File: src/rtl/pr3_pkg.sv
// Shared definitions for the PR3 spectrum stream: header layout, sync byte
// and the receive-side framing state encoding.
package pr3_pkg;

    localparam logic [7:0] PR3_SYNC = 8'hA5;

    // Header word = {sync[31:24], channel[23:16], seq[15:0]}
    localparam int HDR_SYNC_LSB = 24;
    localparam int HDR_CHAN_LSB = 16;
    localparam int HDR_SEQ_LSB  = 0;

    typedef enum logic [1:0] {
        HUNT    = 2'd0,
        PAYLOAD = 2'd1,
        TRAILER = 2'd2
    } pr3_dec_state_t;

endpackage

File: src/rtl/pr3_seq_tracker.sv
// Per-channel sequence tracker: remembers the last seq seen on each channel
// and flags a gap when a new frame does not follow it by exactly one.
module pr3_seq_tracker #(
    parameter int NSINK = 3
) (
    input  logic                     clk40,
    input  logic                     reset,
    input  logic [$clog2(NSINK)-1:0] chan_i,
    input  logic [15:0]              seq_i,
    input  logic                     upd_i,
    output logic                     seq_err_o
);

    logic [15:0] last_q [NSINK];
    logic        seen_q [NSINK];

    // The first frame on a channel has nothing to compare against, so it passes.
    assign seq_err_o = seen_q[chan_i] && (seq_i != last_q[chan_i] + 16'd1);

    always_ff @(posedge clk40) begin
        if (reset) begin
            for (int i = 0; i < NSINK; i++) begin
                last_q[i] <= '0;
                seen_q[i] <= 1'b0;
            end
        end else if (upd_i) begin
            last_q[chan_i] <= seq_i;
            seen_q[chan_i] <= 1'b1;
        end
    end

endmodule

File: src/rtl/pr3_frame_decoder.sv
// Parses the PR3 spectrum stream into per-bin records and reports, once the
// trailer arrives, whether the frame's sequence number and checksum were good.
module pr3_frame_decoder
    import pr3_pkg::*;
#(
    parameter int NSINK = 3,
    parameter int FFT   = 11
) (
    input  logic                     clk40,
    input  logic                     reset,
    input  logic                     sink_valid,
    input  logic [31:0]              sink_data,
    output logic                     source_valid,
    output logic [$clog2(NSINK)-1:0] source_channel,
    output logic [FFT-2:0]           source_bin,
    output logic [31:0]              source_data,
    output logic                     frame_done,
    output logic                     frame_ok,
    output logic                     err_sync,
    output logic                     err_seq,
    output logic                     err_csum
);

    localparam int CHW = $clog2(NSINK);
    localparam logic [7:0]     NSINK_B  = 8'(NSINK);
    localparam logic [FFT-2:0] LAST_BIN = '1;

    pr3_dec_state_t state_q, state_d;
    logic [FFT-2:0] cnt_q, cnt_d;
    logic [31:0]    acc_q, acc_d;
    logic [CHW-1:0] ch_q, ch_d;
    logic [15:0]    seq_q, seq_d;

    logic           rec_valid_d, done_d, ok_d, sync_d, eseq_d, ecsum_d;
    logic [CHW-1:0] rec_ch_d;
    logic [FFT-2:0] rec_bin_d;
    logic [31:0]    rec_data_d;

    logic trk_upd, trk_err;
    logic [7:0] hdr_sync, hdr_chan;

    assign hdr_sync = sink_data[HDR_SYNC_LSB +: 8];
    assign hdr_chan = sink_data[HDR_CHAN_LSB +: 8];

    pr3_seq_tracker #(.NSINK(NSINK)) u_seq (
        .clk40     (clk40),
        .reset     (reset),
        .chan_i    (ch_q),
        .seq_i     (seq_q),
        .upd_i     (trk_upd),
        .seq_err_o (trk_err)
    );

    always_comb begin
        state_d     = state_q;
        cnt_d       = cnt_q;
        acc_d       = acc_q;
        ch_d        = ch_q;
        seq_d       = seq_q;
        rec_valid_d = 1'b0;
        rec_ch_d    = '0;
        rec_bin_d   = '0;
        rec_data_d  = '0;
        done_d      = 1'b0;
        ok_d        = 1'b0;
        sync_d      = 1'b0;
        eseq_d      = 1'b0;
        ecsum_d     = 1'b0;
        trk_upd     = 1'b0;

        if (sink_valid) begin
            unique case (state_q)
                HUNT: begin
                    if (hdr_sync == PR3_SYNC) begin
                        if (hdr_chan < NSINK_B) begin
                            ch_d    = hdr_chan[CHW-1:0];
                            seq_d   = sink_data[HDR_SEQ_LSB +: 16];
                            cnt_d   = '0;
                            acc_d   = '0;
                            state_d = PAYLOAD;
                        end else begin
                            sync_d = 1'b1;
                        end
                    end
                end
                PAYLOAD: begin
                    // No resync here: a payload word that looks like a header is still data.
                    rec_valid_d = 1'b1;
                    rec_ch_d    = ch_q;
                    rec_bin_d   = cnt_q;
                    rec_data_d  = sink_data;
                    acc_d       = acc_q + sink_data;
                    cnt_d       = cnt_q + 1'b1;
                    if (cnt_q == LAST_BIN) begin
                        state_d = TRAILER;
                    end
                end
                TRAILER: begin
                    done_d  = 1'b1;
                    eseq_d  = trk_err;
                    ecsum_d = (sink_data != acc_q);
                    ok_d    = !trk_err && (sink_data == acc_q);
                    trk_upd = 1'b1;
                    state_d = HUNT;
                end
                default: state_d = HUNT;
            endcase
        end
    end

    always_ff @(posedge clk40) begin
        if (reset) begin
            state_q        <= HUNT;
            cnt_q          <= '0;
            acc_q          <= '0;
            ch_q           <= '0;
            seq_q          <= '0;
            source_valid   <= 1'b0;
            source_channel <= '0;
            source_bin     <= '0;
            source_data    <= '0;
            frame_done     <= 1'b0;
            frame_ok       <= 1'b0;
            err_sync       <= 1'b0;
            err_seq        <= 1'b0;
            err_csum       <= 1'b0;
        end else begin
            state_q        <= state_d;
            cnt_q          <= cnt_d;
            acc_q          <= acc_d;
            ch_q           <= ch_d;
            seq_q          <= seq_d;
            source_valid   <= rec_valid_d;
            source_channel <= rec_ch_d;
            source_bin     <= rec_bin_d;
            source_data    <= rec_data_d;
            frame_done     <= done_d;
            frame_ok       <= ok_d;
            err_sync       <= sync_d;
            err_seq        <= eseq_d;
            err_csum       <= ecsum_d;
        end
    end

endmodule

File: config.mk
export PLATFORM = sky130hd
export DESIGN_NAME = pr3_frame_decoder
export DESIGN_NICKNAME = d
export VERILOG_FILES = /design/src/rtl/pr3_pkg.sv /design/src/rtl/pr3_seq_tracker.sv /design/src/rtl/pr3_frame_decoder.sv
export SDC_FILE = /design/constraint.sdc
export NUM_CORES = 1
export LEC_CHECK = 0
export ABC_CLOCK_PERIOD_IN_PS = 5700
export CELL_PAD_IN_SITES_DETAIL_PLACEMENT = 0
export CELL_PAD_IN_SITES_GLOBAL_PLACEMENT = 1
export CORE_UTILIZATION = 30
export CTS_CLUSTER_SIZE = 14
export DETAILED_ROUTE_END_ITERATION = 10
export GPL_TIMING_DRIVEN = 1
export PLACE_DENSITY_LB_ADDON = 0.05
export SLEW_MARGIN = 20
export SYNTH_ARGS = -nofsm -noshare
export SYNTH_HDL_FRONTEND = slang
export SYNTH_SLANG_ARGS = --single-unit
File: constraint.sdc
create_clock -name clk40 -period 5.7 [get_ports clk40]
set_clock_uncertainty 0.15 [all_clocks]
set_input_delay 0.57 -clock clk40 [delete_from_list [all_inputs] [get_ports clk40]]
set_output_delay 0.57 -clock clk40 [all_outputs]
set_load 0.005 [all_outputs]
==> results of run 1 <==
## area by class of cell
cell class              instances  area (sq um)
multi-input cells             608          4287
clock buffers                  19         464.2
inverters                      17         63.81
fillers                      2838         18120
well taps                     384         480.5
repair buffers                 96         930.9
flip-flops and latches        182          4284
clock inverters                13         150.1
## worst min path at each step
stage | from | endpoint | slack (ps) | depth (start not counted)
finish | u_seq.seen_q[0] | u_seq.seen_q[0] | 300 | 1
global route | u_seq.seen_q[0] | u_seq.seen_q[0] | 330 | 1
CTS | u_seq.seen_q[0] | u_seq.seen_q[0] | 300 | 1
detailed placement | u_seq.seen_q[0] | u_seq.seen_q[0] | 290 | 1
global placement | u_seq.seen_q[3] | u_seq.seen_q[3] | 270 | 1
floorplan | u_seq.seen_q[3] | u_seq.seen_q[3] | 260 | 1
## kinds of logic (layout without fill, tap and decap cells)
family,after synthesis,in the layout,synth area share
DFF,182,182,0.4866
xor gates and xnor gates,47,47,0.04676
AOI/OAI and AO/OA,162,162,0.1198
buffers and inverters,58,145,0.02800
muxes,39,39,0.07192
and+or+nand+nor,326,326,0.1977
adders and majority gates,34,34,0.04918
## per-layer routing
layer	up-vias	share of wire
met2	128	0.50
li1	3258	-
met4	0	0.010
met5	-	0
met3	14	0.033
met1	3256	0.45
## synthesized netlist by cell type (16+ instances only)
master	number	share of area
a21o_1	18	0.015
edfxtp_1	64	0.22
clkbuf_1	34	0.014
dfxtp_1	118	0.27
nor2_1	73	0.031
a21oi_1	36	0.020
mux2i_1	19	0.022
xnor2_1	31	0.031
ha_1	33	0.047
o21ai_0	42	0.024
nand2_1	59	0.025
and2_1	47	0.033
inv_1	17	0.0072
and3_1	53	0.038
xor2_1	16	0.016
## sequential cells by signal, summed over array words and instances, names as in the netlist, 2 cells and up, named ones only
register and cells:
u_seq.last_q 64, source_data 32, source_bin 10, u_seq.seen_q 4
cnt_q 10, seq_q 16, source_channel 2, acc_q 32
ch_q 2, state_q 2
## power by group through the flow
stage	clock network, mW	registers (mW)	logic, mW
after detailed placement	0	1.39	0.162
after CTS	1.25	1.36	0.163
after global placement	0	1.39	0.161
final	1.22	1.36	0.160
after floorplan	0	1.39	0.0917
after global routing	1.31	1.36	0.175
==> metrics, run 1 <==
Netlist cell types 67; postcts setup bufs 0; post-cts sizing count 0; Clock Root Buffer clkbuf_16; crit path kind in -> reg; f_max 0.2856 GHz; Core Region 28780 sq um; internal power 2.046 mW; Hold Slack 300.5 ps; slew margin rel. 0.3072; DR iter-0 viols 351; pin count of the biggest net entering global routing 60; max_cap viols 0; commonest non-fill, non-tap cell in the layout dfxtp_1; CP max-delay cell a31oi_1; IO buf count 84; overall power 2.734 mW; crit path DAT 3640 ps; row cnt 62; Gate power share 0.058; flops & latches, synth 182; CTS Buf Count 17; GRT Max-Usage Layer met2; Final ANT Viol Nets 0; Setup crit start sink_data[0]; Syn Area/Cell 10.38 sq um; slowest stage delay, CP 490 ps; DP Worst Slack 1794 ps; Slew Limit Fails 0; Max H-tree Level 4; Starting Density 0.3059; top_reg_cell synth dfxtp_1; Placed Area 10050 sq um; Worst Tran Pin Value 1039 ps; Post-CTS Hold Fix Bufs 0; stages on the worst setup path 11; Worst-path clk slew 70 ps; routed len/inst 18.99 microns; Buf/Inv on CP 1; Critical Path Fanout Max 5; Die H 173.3 microns; Critical Path End acc_q[24]; cell area after synthesis 8803 sq um; Fin Setup TNS 0 ps; Async SR Flop Fraction 0; Routed Wire Length 25050 microns; # diodes 0; CP Capture Type flop; GR Layer Usage met2 0.2994; CP top delay family compound AO/OA/AOI/OAI gates; slack of the critical path 2199 ps; CP Data Required Time 5840 ps; die width 173.3 microns; peak supply drop 0.1612 mV; Critical Path Source Type input port; GRT Total Usage 0.1706; Worst R2R Path Depth 10; share of cells above drive strength 1 0.07807; clk buf depth 2; fin crit share 0.6142; Net Count, Synth 917; clock sink total 182; Skew-Pair Late Insertion Delay 430 ps; grt ovf 0; number of flops mapped to enable cells by yosys 64; yosys synthesis warning count 0; leakage power 4.064 nW; vias 6656; first-pass GRT wire length 39400 microns; sequential area share after synthesis 0.4866; Placed Cells incl. Taps 1287; post-detail-place hpwl 17630 microns; final setup fails 0; end of the worst register-to-register path frame_ok; post-detailed-route via-to-cell ratio 5.046; met1 global-route usage 0.2156; most frequent cells in the layout dfxtp_1, clkdlybuf4s50_1, nor2_1; DRT Pass-1 Iters 5; I/O pin count 85; final estimated routing congestion in global placement 0.8206; # DRC 0; status completed; Area Overhead vs Synth 21.09%; Switching Share 0.2519; Final Cell Area 10660 sq um; Psw 0.6889 mW; vias in the first global route 6802; Fin. Hold Viols 0; Die Area 30030 sq um; CP cell instances clkdlybuf4s50_1 -> ha_1 -> fa_1 -> a211oi_1 -> o21ai_0 -> nand3_1 -> a21boi_1 -> a31oi_1 -> o21ai_0 -> xnor2_1 -> o21ai_0; TritonCTS clock tree built; Min Clock Period, post-route 3501 ps; power per cell area 256.5 nW/um^2; initial antenna violation count 0; sequential power share 0.497; most used cell along the critical path o21ai_0; M3 GR Usage 0.02895; worst hold path type reg -> reg; Finished Core Util 0.3704; r2r setup slk 2380 ps; Nets 991; Post-Layout Cell Count 1319; Cells after Synth 848; RSZ-0062 raised after global routing false; clock share of power 0.445
No activity file was read; power rests on OpenSTA's default activity.
==> inputs of run 2 (changes only) <==
--- a/config.mk
+++ b/config.mk
@@ -5,7 +5,7 @@
 export SDC_FILE = /design/constraint.sdc
 export NUM_CORES = 1
 export LEC_CHECK = 0
-export ABC_CLOCK_PERIOD_IN_PS = 5700
+export ABC_CLOCK_PERIOD_IN_PS = 3050
 export CELL_PAD_IN_SITES_DETAIL_PLACEMENT = 0
 export CELL_PAD_IN_SITES_GLOBAL_PLACEMENT = 1
 export CORE_UTILIZATION = 30
==> constraint.sdc (replaced) <==
create_clock -name clk40 -period 3.05 [get_ports clk40]
set_clock_uncertainty 0.15 [all_clocks]
set_input_delay 0.305 -clock clk40 [delete_from_list [all_inputs] [get_ports clk40]]
set_output_delay 0.305 -clock clk40 [all_outputs]
set_load 0.005 [all_outputs]
==> metrics, run 2 (synthesis gave the netlist of run 1 again) <==
DR iter-0 viols 336; # diodes 0; HP Start u_seq.seen_q[2]; Final Cell Area 11510 sq um; first-pass GRT wire length 41480 microns; I/O pin count 85; Placed Cells incl. Taps 1388; leakage power 4.586 nW; f_max 0.3463 GHz; IO buf count 84; Skew-Pair Late Insertion Delay 440 ps; slowest stage delay, CP 480 ps; routed len/inst 18.28 microns; die width 173.3 microns; initial antenna violation count 0; vias in the first global route 7450; Largest Register u_seq.last_q; clk buf depth 2; Worst Tran Pin Value 749.1 ps; CTS Buf Count 17; Post-Layout Cell Count 1420; pin count of the biggest net entering global routing 60; Placed Area 10860 sq um; CP max-delay cell clkdlybuf4s50_1; postcts setup bufs 0; max_cap viols 0; max reg flops 64; R2R Path Start acc_q[1]; worst hold path type reg -> reg; DRT Pass-1 Iters 6; final setup fails 0; # DRC 0; Die Area 30030 sq um; final estimated routing congestion in global placement 0.8901; post-detailed-route via-to-cell ratio 4.987; Min Clock Period, post-route 2888 ps; Max H-tree Level 4; Critical Path Source Type input port; Clock Root Buffer clkbuf_16; status completed; CP Capture Type flop; Buf/Inv on CP 2; largest registers u_seq.last_q (64), acc_q (32), source_data (32); slew margin rel. 0.5000; fin crit share 0.9469; row cnt 62; CP top delay family compound AO/OA/AOI/OAI gates; crit path DAT 3070 ps; CP Data Required Time 3230 ps; Fin. Hold Viols 0; Setup crit start sink_data[0]; grt ovf 0; Final ANT Viol Nets 0; commonest non-fill, non-tap cell in the layout dfxtp_1; Worst-path clk slew 80 ps; clock sink total 182; power per cell area 453.8 nW/um^2; Routed Wire Length 25950 microns; Critical Path Fanout Max 4; peak supply drop 0.2515 mV; most frequent cells in the layout dfxtp_1, buf_4, clkdlybuf4s50_1; share of cells above drive strength 1 0.1757; Die H 173.3 microns; Area Overhead vs Synth 30.80%; Starting Density 0.3059; GRT Total Usage 0.1781; Nets 1092; post-detail-place hpwl 19100 microns; crit path kind in -> reg; Core Region 28780 sq um; Slew Limit Fails 0; fillers 2834; vias 7081; TritonCTS clock tree built; CP cell instances clkdlybuf4s50_1 -> ha_1 -> buf_4 -> a211oi_1 -> o21ai_1 -> a2bb2oi_1 -> a21bo_2 -> o41ai_2 -> a221oi_2 -> nand3b_1 -> mux2_2
[run 2: per-stage QoR]
stage          utilization  power [mW]  setup WS, ps  hold slack [ps]  setup TNS, ps
6_report            0.4001       5.226         162.0            304.1              0
3_5_place_dp        0.3772       2.960        -452.9            286.6          -4833
5_1_grt             0.4001       5.430        -16.45            319.2         -16.45
3_3_place_gp        0.3771       2.955        -402.6            270.8          -4215
2_1_floorplan            -       2.764         187.6            258.3              0
4_1_cts             0.3991       5.299         19.09            305.7              0
[run 2: area by class of cell]
class	count	area [sq um]	area share
multi-input combinational	608	4319	0.3751
sequential	182	4285	0.3722
timing repair buffer	197	1739	0.1510
tap	384	480.5	0.04173
clock buffer	17	425.4	0.03694
clock inverter	15	201.4	0.01749
inverter	17	63.81	0.005542
[run 2: final timing paths]
| check | endpoint | slack, ps | cells past startpoint |
|---|---|---|---|
| max | acc_q[31] | 160 | 11 |
| min | u_seq.seen_q[2] | 300 | 1 |
| max reg2reg | acc_q[31] | 210 | 9 |
| min reg2reg | u_seq.seen_q[2] | 300 | 1 |
[run 2: routing by layer]
layer	routed length, microns	track usage
met1	11590	0.2231
met2	13300	0.3196
met3	801	0.02610
met4	265	0.04314
met5	0	0
[run 2: report_power, final]
part	switching [mW]	internal, mW	total, mW	leakage (nW)
Sequential	0.00740	2.53	2.54	1.59
Combinational	0.196	0.166	0.362	2.69
Clock	1.13	1.19	2.33	0.305
[run 2: timing repair]
action / in CTS / in global routing
pin swaps: 0 / 0
hold buffers: 0 / 0
endpoints found under the setup margin: 1 / 10
resized for setup: 1 / 9
